===== src/rtl/pb_sram_writer_pkg.sv =====
// +--------------------------------------------------------------------------+
// | pb_sram_writer_pkg                                                        |
// | Shared pixel-buffer entry layout, frame size and writer state encoding.   |
// | Revision: 1.0                                                             |
// +--------------------------------------------------------------------------+
`default_nettype none

package pb_sram_writer_pkg;

    localparam int NUM_RAYS   = 307200;
    localparam int PIXEL_ID_W = 19;
    localparam int COLOR_W    = 24;

    typedef struct packed {
        logic [COLOR_W-1:0]    color;
        logic [PIXEL_ID_W-1:0] pixel_id;
    } pixel_buffer_entry_t;

    typedef enum logic [1:0] {
        IDLE  = 2'd0,
        WR_LO = 2'd1,
        WR_HI = 2'd2
    } pbw_state_t;

endpackage

`default_nettype wire


===== src/rtl/pb_sram_writer.sv =====
// +--------------------------------------------------------------------------+
// | pb_sram_writer                                                            |
// | Drains pixel-buffer entries into the 16-bit SRAM frame store as two       |
// | halfword writes per pixel and counts committed pixels per frame.          |
// | Revision: 1.0                                                             |
// +--------------------------------------------------------------------------+
`default_nettype none

module pb_sram_writer
    import pb_sram_writer_pkg::*;
#(
    parameter int NUM_PIXELS = NUM_RAYS
) (
    input  logic                 clk,
    input  logic                 rst_b,
    input  logic                 pb_empty,
    input  pixel_buffer_entry_t  pb_data,
    output logic                 pb_re,
    output logic                 sram_req,
    input  logic                 sram_grant,
    output logic [19:0]          sram_addr,
    output logic [15:0]          sram_wdata,
    output logic                 sram_we_b,
    output logic                 sram_ub_b,
    output logic                 sram_lb_b,
    output logic [18:0]          pixels_written,
    output logic                 frame_done,
    output logic                 bad_id
);

    localparam logic [19:0] c_num_pixels = 20'(NUM_PIXELS);
    localparam logic [18:0] c_last_pixel = 19'(NUM_PIXELS - 1);

    pbw_state_t  r_state_q, w_state_d;
    logic [18:0] r_hold_id_q, w_hold_id_d;
    logic [7:0]  r_hold_red_q, w_hold_red_d;
    logic [19:0] r_addr_q, w_addr_d;
    logic [15:0] r_wdata_q, w_wdata_d;
    logic        r_ub_b_q, w_ub_b_d;
    logic        r_lb_b_q, w_lb_b_d;
    logic        r_req_q, w_req_d;
    logic [18:0] r_count_q, w_count_d;
    logic        r_done_q, w_done_d;
    logic        r_bad_q, w_bad_d;
    logic        w_pop;
    logic        w_id_ok;

    always_comb begin
        w_state_d    = r_state_q;
        w_hold_id_d  = r_hold_id_q;
        w_hold_red_d = r_hold_red_q;
        w_addr_d     = r_addr_q;
        w_wdata_d    = r_wdata_q;
        w_ub_b_d     = r_ub_b_q;
        w_lb_b_d     = r_lb_b_q;
        w_req_d      = r_req_q;
        w_count_d    = r_count_q;
        w_done_d     = 1'b0;
        w_bad_d      = r_bad_q;
        w_pop        = 1'b0;
        w_id_ok      = ({1'b0, pb_data.pixel_id} < c_num_pixels);

        case (r_state_q)
            IDLE: begin
                w_pop = !pb_empty;
            end
            WR_LO: begin
                if (sram_grant) begin
                    w_state_d = WR_HI;
                    w_addr_d  = {r_hold_id_q, 1'b1};
                    w_wdata_d = {8'h00, r_hold_red_q};
                    w_ub_b_d  = 1'b1;
                    w_lb_b_d  = 1'b0;
                end
            end
            WR_HI: begin
                if (sram_grant) begin
                    if (r_count_q == c_last_pixel) begin
                        w_count_d = '0;
                        w_done_d  = 1'b1;
                    end else begin
                        w_count_d = r_count_q + 19'd1;
                    end
                    w_pop     = !pb_empty;
                    w_state_d = IDLE;
                    w_req_d   = 1'b0;
                    w_ub_b_d  = 1'b1;
                    w_lb_b_d  = 1'b1;
                end
            end
            default: begin
                w_state_d = IDLE;
                w_req_d   = 1'b0;
            end
        endcase

        // A popped entry overrides the IDLE fallback chosen above, which is
        // what makes the granted WR_HI -> WR_LO hand-off bubble-free.
        if (w_pop) begin
            w_hold_id_d  = pb_data.pixel_id;
            w_hold_red_d = pb_data.color[23:16];
            if (w_id_ok) begin
                w_state_d = WR_LO;
                w_req_d   = 1'b1;
                w_addr_d  = {pb_data.pixel_id, 1'b0};
                w_wdata_d = pb_data.color[15:0];
                w_ub_b_d  = 1'b0;
                w_lb_b_d  = 1'b0;
            end else begin
                w_bad_d   = 1'b1;
                w_state_d = IDLE;
                w_req_d   = 1'b0;
                w_ub_b_d  = 1'b1;
                w_lb_b_d  = 1'b1;
            end
        end
    end

    always_ff @(posedge clk or negedge rst_b) begin
        if (!rst_b) begin
            r_state_q    <= IDLE;
            r_hold_id_q  <= '0;
            r_hold_red_q <= '0;
            r_addr_q     <= '0;
            r_wdata_q    <= '0;
            r_ub_b_q     <= 1'b1;
            r_lb_b_q     <= 1'b1;
            r_req_q      <= 1'b0;
            r_count_q    <= '0;
            r_done_q     <= 1'b0;
            r_bad_q      <= 1'b0;
        end else begin
            r_state_q    <= w_state_d;
            r_hold_id_q  <= w_hold_id_d;
            r_hold_red_q <= w_hold_red_d;
            r_addr_q     <= w_addr_d;
            r_wdata_q    <= w_wdata_d;
            r_ub_b_q     <= w_ub_b_d;
            r_lb_b_q     <= w_lb_b_d;
            r_req_q      <= w_req_d;
            r_count_q    <= w_count_d;
            r_done_q     <= w_done_d;
            r_bad_q      <= w_bad_d;
        end
    end

    // Write strobe follows the grant combinationally so reset drops it at once.
    assign sram_we_b      = ~(((r_state_q == WR_LO) || (r_state_q == WR_HI)) && sram_grant);
    assign pb_re          = w_pop;
    assign sram_req       = r_req_q;
    assign sram_addr      = r_addr_q;
    assign sram_wdata     = r_wdata_q;
    assign sram_ub_b      = r_ub_b_q;
    assign sram_lb_b      = r_lb_b_q;
    assign pixels_written = r_count_q;
    assign frame_done     = r_done_q;
    assign bad_id         = r_bad_q;

endmodule

`default_nettype wire

===== config.mk =====
export PLATFORM = sky130hd
export DESIGN_NAME = pb_sram_writer
export DESIGN_NICKNAME = d
export VERILOG_FILES = /design/src/rtl/pb_sram_writer_pkg.sv /design/src/rtl/pb_sram_writer.sv
export SDC_FILE = /design/constraint.sdc
export NUM_CORES = 1
export LEC_CHECK = 0
export CAP_MARGIN = 5
export CORE_UTILIZATION = 25
export DETAILED_ROUTE_END_ITERATION = 6
export DONT_BUFFER_PORTS = 1
export PLACE_DENSITY = 0.36
export SYNTH_ARGS = -nofsm -noshare
export SYNTH_HDL_FRONTEND = slang
export SYNTH_SLANG_ARGS = --single-unit

===== constraint.sdc =====
create_clock -name clk -period 2.4 [get_ports clk]
set_clock_uncertainty 0.15 [all_clocks]
set_input_delay 0.24 -clock clk [delete_from_list [all_inputs] [get_ports clk]]
set_output_delay 0.24 -clock clk [all_outputs]
set_load 0.05 [all_outputs]

* Word level (Yosys, flattened, before mapping)
Cells that the tools add are included.
** Storage, ports and cells
- Bits in registers :: 89
- Latch bits :: 0
- Memory bits (writable) :: 0
- Bits in read-only memories :: 0
- Bits of input ports :: 47
- Output and inout bits :: 62
- Logic and storage cells :: 66
- Memories kept :: 0
** Operators by class
- Add/sub/neg operators :: 1
- $mul :: 0
- Divide/modulo/power cells :: 0
- $lt $le $gt $ge :: 1
- Eq/ne operators :: 7
- Shift operators :: 0
- Mux-type cells :: 29
- Bitwise logic cells :: 2
- Reduce and logical (&&, ||, !) cells :: 15
** Operators with widths (count)
- $mux W20 :: 4
- $mux W16 :: 4
- $add A19 B1 Y19 const B :: 1
- $eq A19 B19 Y1 const B :: 1
- $lt A19 B19 Y1 const B :: 1
- $mux W19 :: 1
- $mux W1 :: 13
- $reduce_and A2 Y1 :: 4
- $mux W2 :: 3
- $ne A3 B3 Y1 const B :: 2
- $pmux W1 S2 :: 3
- $pmux W2 S3 :: 1
- $reduce_and A3 Y1 :: 2
- $reduce_bool A2 Y1 :: 2
- $reduce_or A2 Y1 :: 2
- $reduce_bool A3 Y1 :: 1
- $eq A2 B1 Y1 const B :: 1
- $eq A2 B2 Y1 const B :: 1
- $logic_not A2 Y1 :: 1
- $ne A2 B1 Y1 const B :: 1
- $ne A2 B2 Y1 const B :: 1
- $not A1 Y1 :: 2
- $logic_and A1 B1 Y1 :: 1
- $logic_not A1 Y1 :: 1
- $logic_or A1 B1 Y1 :: 1

* Depth between registers and ports, before layout
- Depth in word-level cells :: 5
- Depth in mapped cells :: 9
- Mapped depth without buffers :: 7

* Worst setup path before layout
No wires, ideal clock.
- Path type :: register to register
- From :: register r_count_q[0], in the netlist pixels_written[0]
- To :: register r_count_q[18], in the netlist pixels_written[18]
- Library setup time :: 76 ps
- Arrival :: 2117 ps
- Required time :: 2174 ps
- Setup slack :: 57 ps
- Stages on the path, launching flop included :: 7
- Path buffers :: 1
- Clock period less this slack :: 2343 ps
- Cell sequence :: dfrtp_1 -> ha_1 -> inv_1 -> or4_1 -> buf_2 -> or3_1 -> o21ai_1
** Between the ends
- Longest elaborated chain between the ends :: 2
- Elaborated cells between the ends (all ways) :: 3
- Classes of those cells :: add/sub: 1; eq/ne: 1; mux: 1
** Ends and longest elaborated chain
- start: declaration :: line pb_sram_writer.sv:42 : logic [18:0] r_count_q, w_count_d;
- start signal: assignment :: line pb_sram_writer.sv:141 : r_count_q <= w_count_d;
- $add A19 B1 Y19 or $eq A19 B19 Y1 (tied branches) :: line pb_sram_writer.sv:82, pb_sram_writer.sv:78
- $mux W19 * :: line pb_sram_writer.sv:78 : if (r_count_q == c_last_pixel) begin
Every way passes the cells marked *; elsewhere a longest branch is shown, timed or not.
A chain may end at the register's enable or synchronous reset.

* Worst setup path in the final report
- From :: register r_state_q[1]
- To :: output port pb_re
** Between the ends
- Longest elaborated chain between the ends :: 2
- Elaborated cells between the ends (all ways) :: 3
- Classes of those cells :: eq/ne: 1; mux: 1; reduce/logical: 1
** Ends and longest elaborated chain
- start: declaration :: line pb_sram_writer.sv:34 : pbw_state_t r_state_q, w_state_d;
- start signal: assignment :: line pb_sram_writer.sv:133 : r_state_q <= w_state_d;
- $eq A2 B2 Y1 or $logic_not A2 Y1 (tied branches) :: line pb_sram_writer.sv:63 : case (r_state_q)
- $pmux W1 S2 * :: line pb_sram_writer.sv:63
- end: declaration :: line pb_sram_writer.sv:18 : output logic pb_re,
Marks and branches as above.

==> run metrics <==
antenna-violating nets left 0; core box area 15940 um2; Required @ worst endpoint 2010 ps; Relative slew margins 64.01%; worst-skew pair later-pin latency 340 ps; Row Count 46; cell types with the largest area share after synthesis sky130_fd_sc_hd__dfrtp_1 (53%), sky130_fd_sc_hd__nand2_1 (9.8%), sky130_fd_sc_hd__mux2_2 (9.1%); worst slack on hold paths -560.6 ps; areal power density over the cells 1258 nW/um2; IO Port Bufs 0; clock root buffer master sky130_fd_sc_hd__clkbuf_16; setup repair after global routing missed its margin false; Register-to-Register Path Depth 6; number of enable flip-flop cells after synthesis 0; count of clock tree sinks 89; P&R area growth vs syn 28.52%; share of total power in combinational logic 25.8%; total number of nets in the final design 502; number of global-route vias before repair 3172; average routed wire per standard cell 15.59 um; final number of hold-violating endpoints 89; portion of total power attributed to the clock network 19.4%; status finished, violations left; post-detailed-placement half-perimeter wirelength 7020 um; part of the power in registers 54.8%; number of register bits inferred by synthesis 89; maximum clock rate 0.4528 GHz; setup tns final 0 ps; start-to-end type of the worst setup path flop to output port; violated checks hold timing; final setup violation count 0; via count 2905; type of element capturing the critical path output port; Via-to-Cell Ratio 4.329; Max-cap violations 0; Yosys top cell by area sky130_fd_sc_hd__dfrtp_1; sort of element at the start of the critical path flop; clock slew at the register clock pins of the worst setup and hold paths 60 ps; final count of pins violating max slew 0; minimum clock period after layout 2208 ps; top-area cell type share of the netlist area 53.24%; fraction of final layout cells sized beyond drive strength 1 19.12%; gate count of the mapped netlist 380; all-layer global routing usage 13.37%; drt initial violations 92; routed wire length 10460 um; number of nets in the synthesized netlist 432; leftover overflow at the end of global routing 0; final standard cell area without fillers 5255 um2; maximum number of pins on one net before global-route repair 90; CTS tree built; syn_area_per_cell 10.76 um2; maximum fanout along the worst path 15; Yosys warning count 0; CTS HTree Levels 3; wire length of the first global-routing pass 17090 um; ys async rst share 100.0%; WP data arrival 1820 ps; total clock buffers created by CTS 9; Top Ports 109; Tightest Pin Transition 539.8 ps; leading cell type by number of instances after synthesis sky130_fd_sc_hd__nand2_1; Sw Share 45.35%; Final GP Congestion 0.7147; total net switching power 2.999 mW; antenna violations before repair 0; post-route clock period utilization 92.02%; number of search-and-repair iterations in the first detailed-routing pass 4; Hold Crit Class input pin to asynchronous set/reset pin; area post-placement 4518 um2; top_reg_cell synth sky130_fd_sc_hd__dfrtp_1; sequential-to-total area share from yosys stat 54.53%; number of distinct library cells after synthesis 41; clock buffer depth 2; combined area of all synthesized cells 4089 um2; Post-route DRC 0; width of the die 129.9 um; initial core utilization 25.65%; commonest cells in the synthesized netlist sky130_fd_sc_hd__nand2_1 (107), sky130_fd_sc_hd__dfrtp_1 (87), sky130_fd_sc_hd__mux2_2 (33); height of the chip 129.9 um; Max IR drop VDD 0.0005113 V; antenna diode count 0; standby leakage power 2.458 nW; total internal power 3.614 mW; die area 16870 um2
## kinds of logic after synthesis
kind of cell | share of synthesized area (%)
xor gates and xnor gates | 2.785
adders and majority gates | 1.530
buffers and inverters | 3.917
DFF | 54.53
AOI/OAI and AO/OA | 3.764
and+or+nand+nor | 16.43
muxes | 17.04
## per-layer routing
metal	track usage [%]	vias up	routed length, um
met5	0	-	0
met2	21.52	73	4989
li1	-	1412	-
met3	5.002	13	870
met1	16.01	1407	4429
met4	5.677	0	174
## repair_timing
item,CTS,global route
endpoints found under the setup margin,1,3
gates resized for setup,2,3
hold endpoints to repair,154,90
setup buffers,1,0
hold buffers,44,1
## state kept, by name, summed over array words and instances (netlist names)
name and cells:
bad_id 1, frame_done 1, pixels_written 19, r_hold_id_q 19, r_hold_red_q 8, r_state_q 2, sram_addr 20, sram_lb_b 1
sram_req 1, sram_ub_b 1, sram_wdata 16
## critical path, stage by stage (launching register included)
cell                         delay (ps)
sky130_fd_sc_hd__dfrtp_1            420
sky130_fd_sc_hd__inv_1              120
sky130_fd_sc_hd__ha_1               230
sky130_fd_sc_hd__inv_1               60
sky130_fd_sc_hd__a21o_1             180
sky130_fd_sc_hd__buf_4              180
sky130_fd_sc_hd__clkinvlp_4         100
sky130_fd_sc_hd__buf_12             180
## layout make-up
| type | instances | area (um2) |
|---|---|---|
| Clock inverter | 4 | 20.02 |
| Timing Repair Buffer | 75 | 700.7 |
| Inverter | 20 | 78.83 |
| Sequential cell | 89 | 2230 |
| Multi-Input combinational cell | 255 | 1719 |
| Clock buffer | 12 | 236.5 |
| Fill cell | 1661 | 10690 |
| Tap cell | 216 | 270.3 |
## per-stage QoR
step                      total power, mW  worst slack, ps  std cells  hold WS, ps  util, %
after detailed placement            5.329            31.62        609       -203.6    28.34
after global placement              5.284            63.18        609       -203.6    28.34
final                               6.612            191.6        671       -560.6    32.96
after floorplan                     4.829            56.63        380       -205.6        -
after global routing                7.038            32.56        671       -581.3    32.96
after CTS                           6.728            72.60        670       -580.1    32.80
## placed cells by master, fill, tap and decap left out, types with 2 or more instances in the layout
cell / count
sky130_fd_sc_hd__a21o_1: 2
sky130_fd_sc_hd__buf_12: 2
sky130_fd_sc_hd__mux2_2: 33
sky130_fd_sc_hd__nand3_1: 4
sky130_fd_sc_hd__dfstp_2: 2
sky130_fd_sc_hd__nand4_1: 8
sky130_fd_sc_hd__o21a_1: 2
sky130_fd_sc_hd__mux2_1: 20
sky130_fd_sc_hd__buf_4: 28
sky130_fd_sc_hd__ha_1: 4
sky130_fd_sc_hd__a21oi_1: 5
sky130_fd_sc_hd__dfrtp_1: 87
sky130_fd_sc_hd__and3_1: 2
sky130_fd_sc_hd__o31ai_1: 3
sky130_fd_sc_hd__and2_1: 2
sky130_fd_sc_hd__o21ai_0: 5
sky130_fd_sc_hd__xnor2_1: 8
sky130_fd_sc_hd__nor2_1: 8
sky130_fd_sc_hd__mux2i_1: 10
sky130_fd_sc_hd__or4_1: 3
sky130_fd_sc_hd__clkbuf_16: 9
sky130_fd_sc_hd__nand2_1: 106
sky130_fd_sc_hd__nor3_1: 3
sky130_fd_sc_hd__clkinv_2: 4
sky130_fd_sc_hd__xor2_1: 5
sky130_fd_sc_hd__clkbuf_1: 3
sky130_fd_sc_hd__inv_1: 19
sky130_fd_sc_hd__dlygate4sd3_1: 45
sky130_fd_sc_hd__nor4_1: 3
sky130_fd_sc_hd__o21ai_1: 2
## power groups by stage
stage	Sequential (mW)	Combinational (mW)	Clock [mW]
2_1_floorplan	3.64	1.18	0
3_3_place_gp	3.67	1.61	0
3_5_place_dp	3.68	1.65	0
4_1_cts	3.65	1.73	1.35
5_1_grt	3.72	1.92	1.40
6_report	3.63	1.71	1.28
## worst paths after layout
kind,start,endpoint,slack (ps)
max in group asynchronous,rst_b,sram_ub_b,2460
min reg2reg,r_hold_id_q[9],r_hold_id_q[9],320
min in group clk,pb_empty,sram_req,30
max reg2reg,r_state_q[0],pixels_written[15],200
max,r_state_q[1],pb_re,190
min,rst_b,sram_wdata[9],-560
Note: power is estimated with default switching activity, not from simulation.
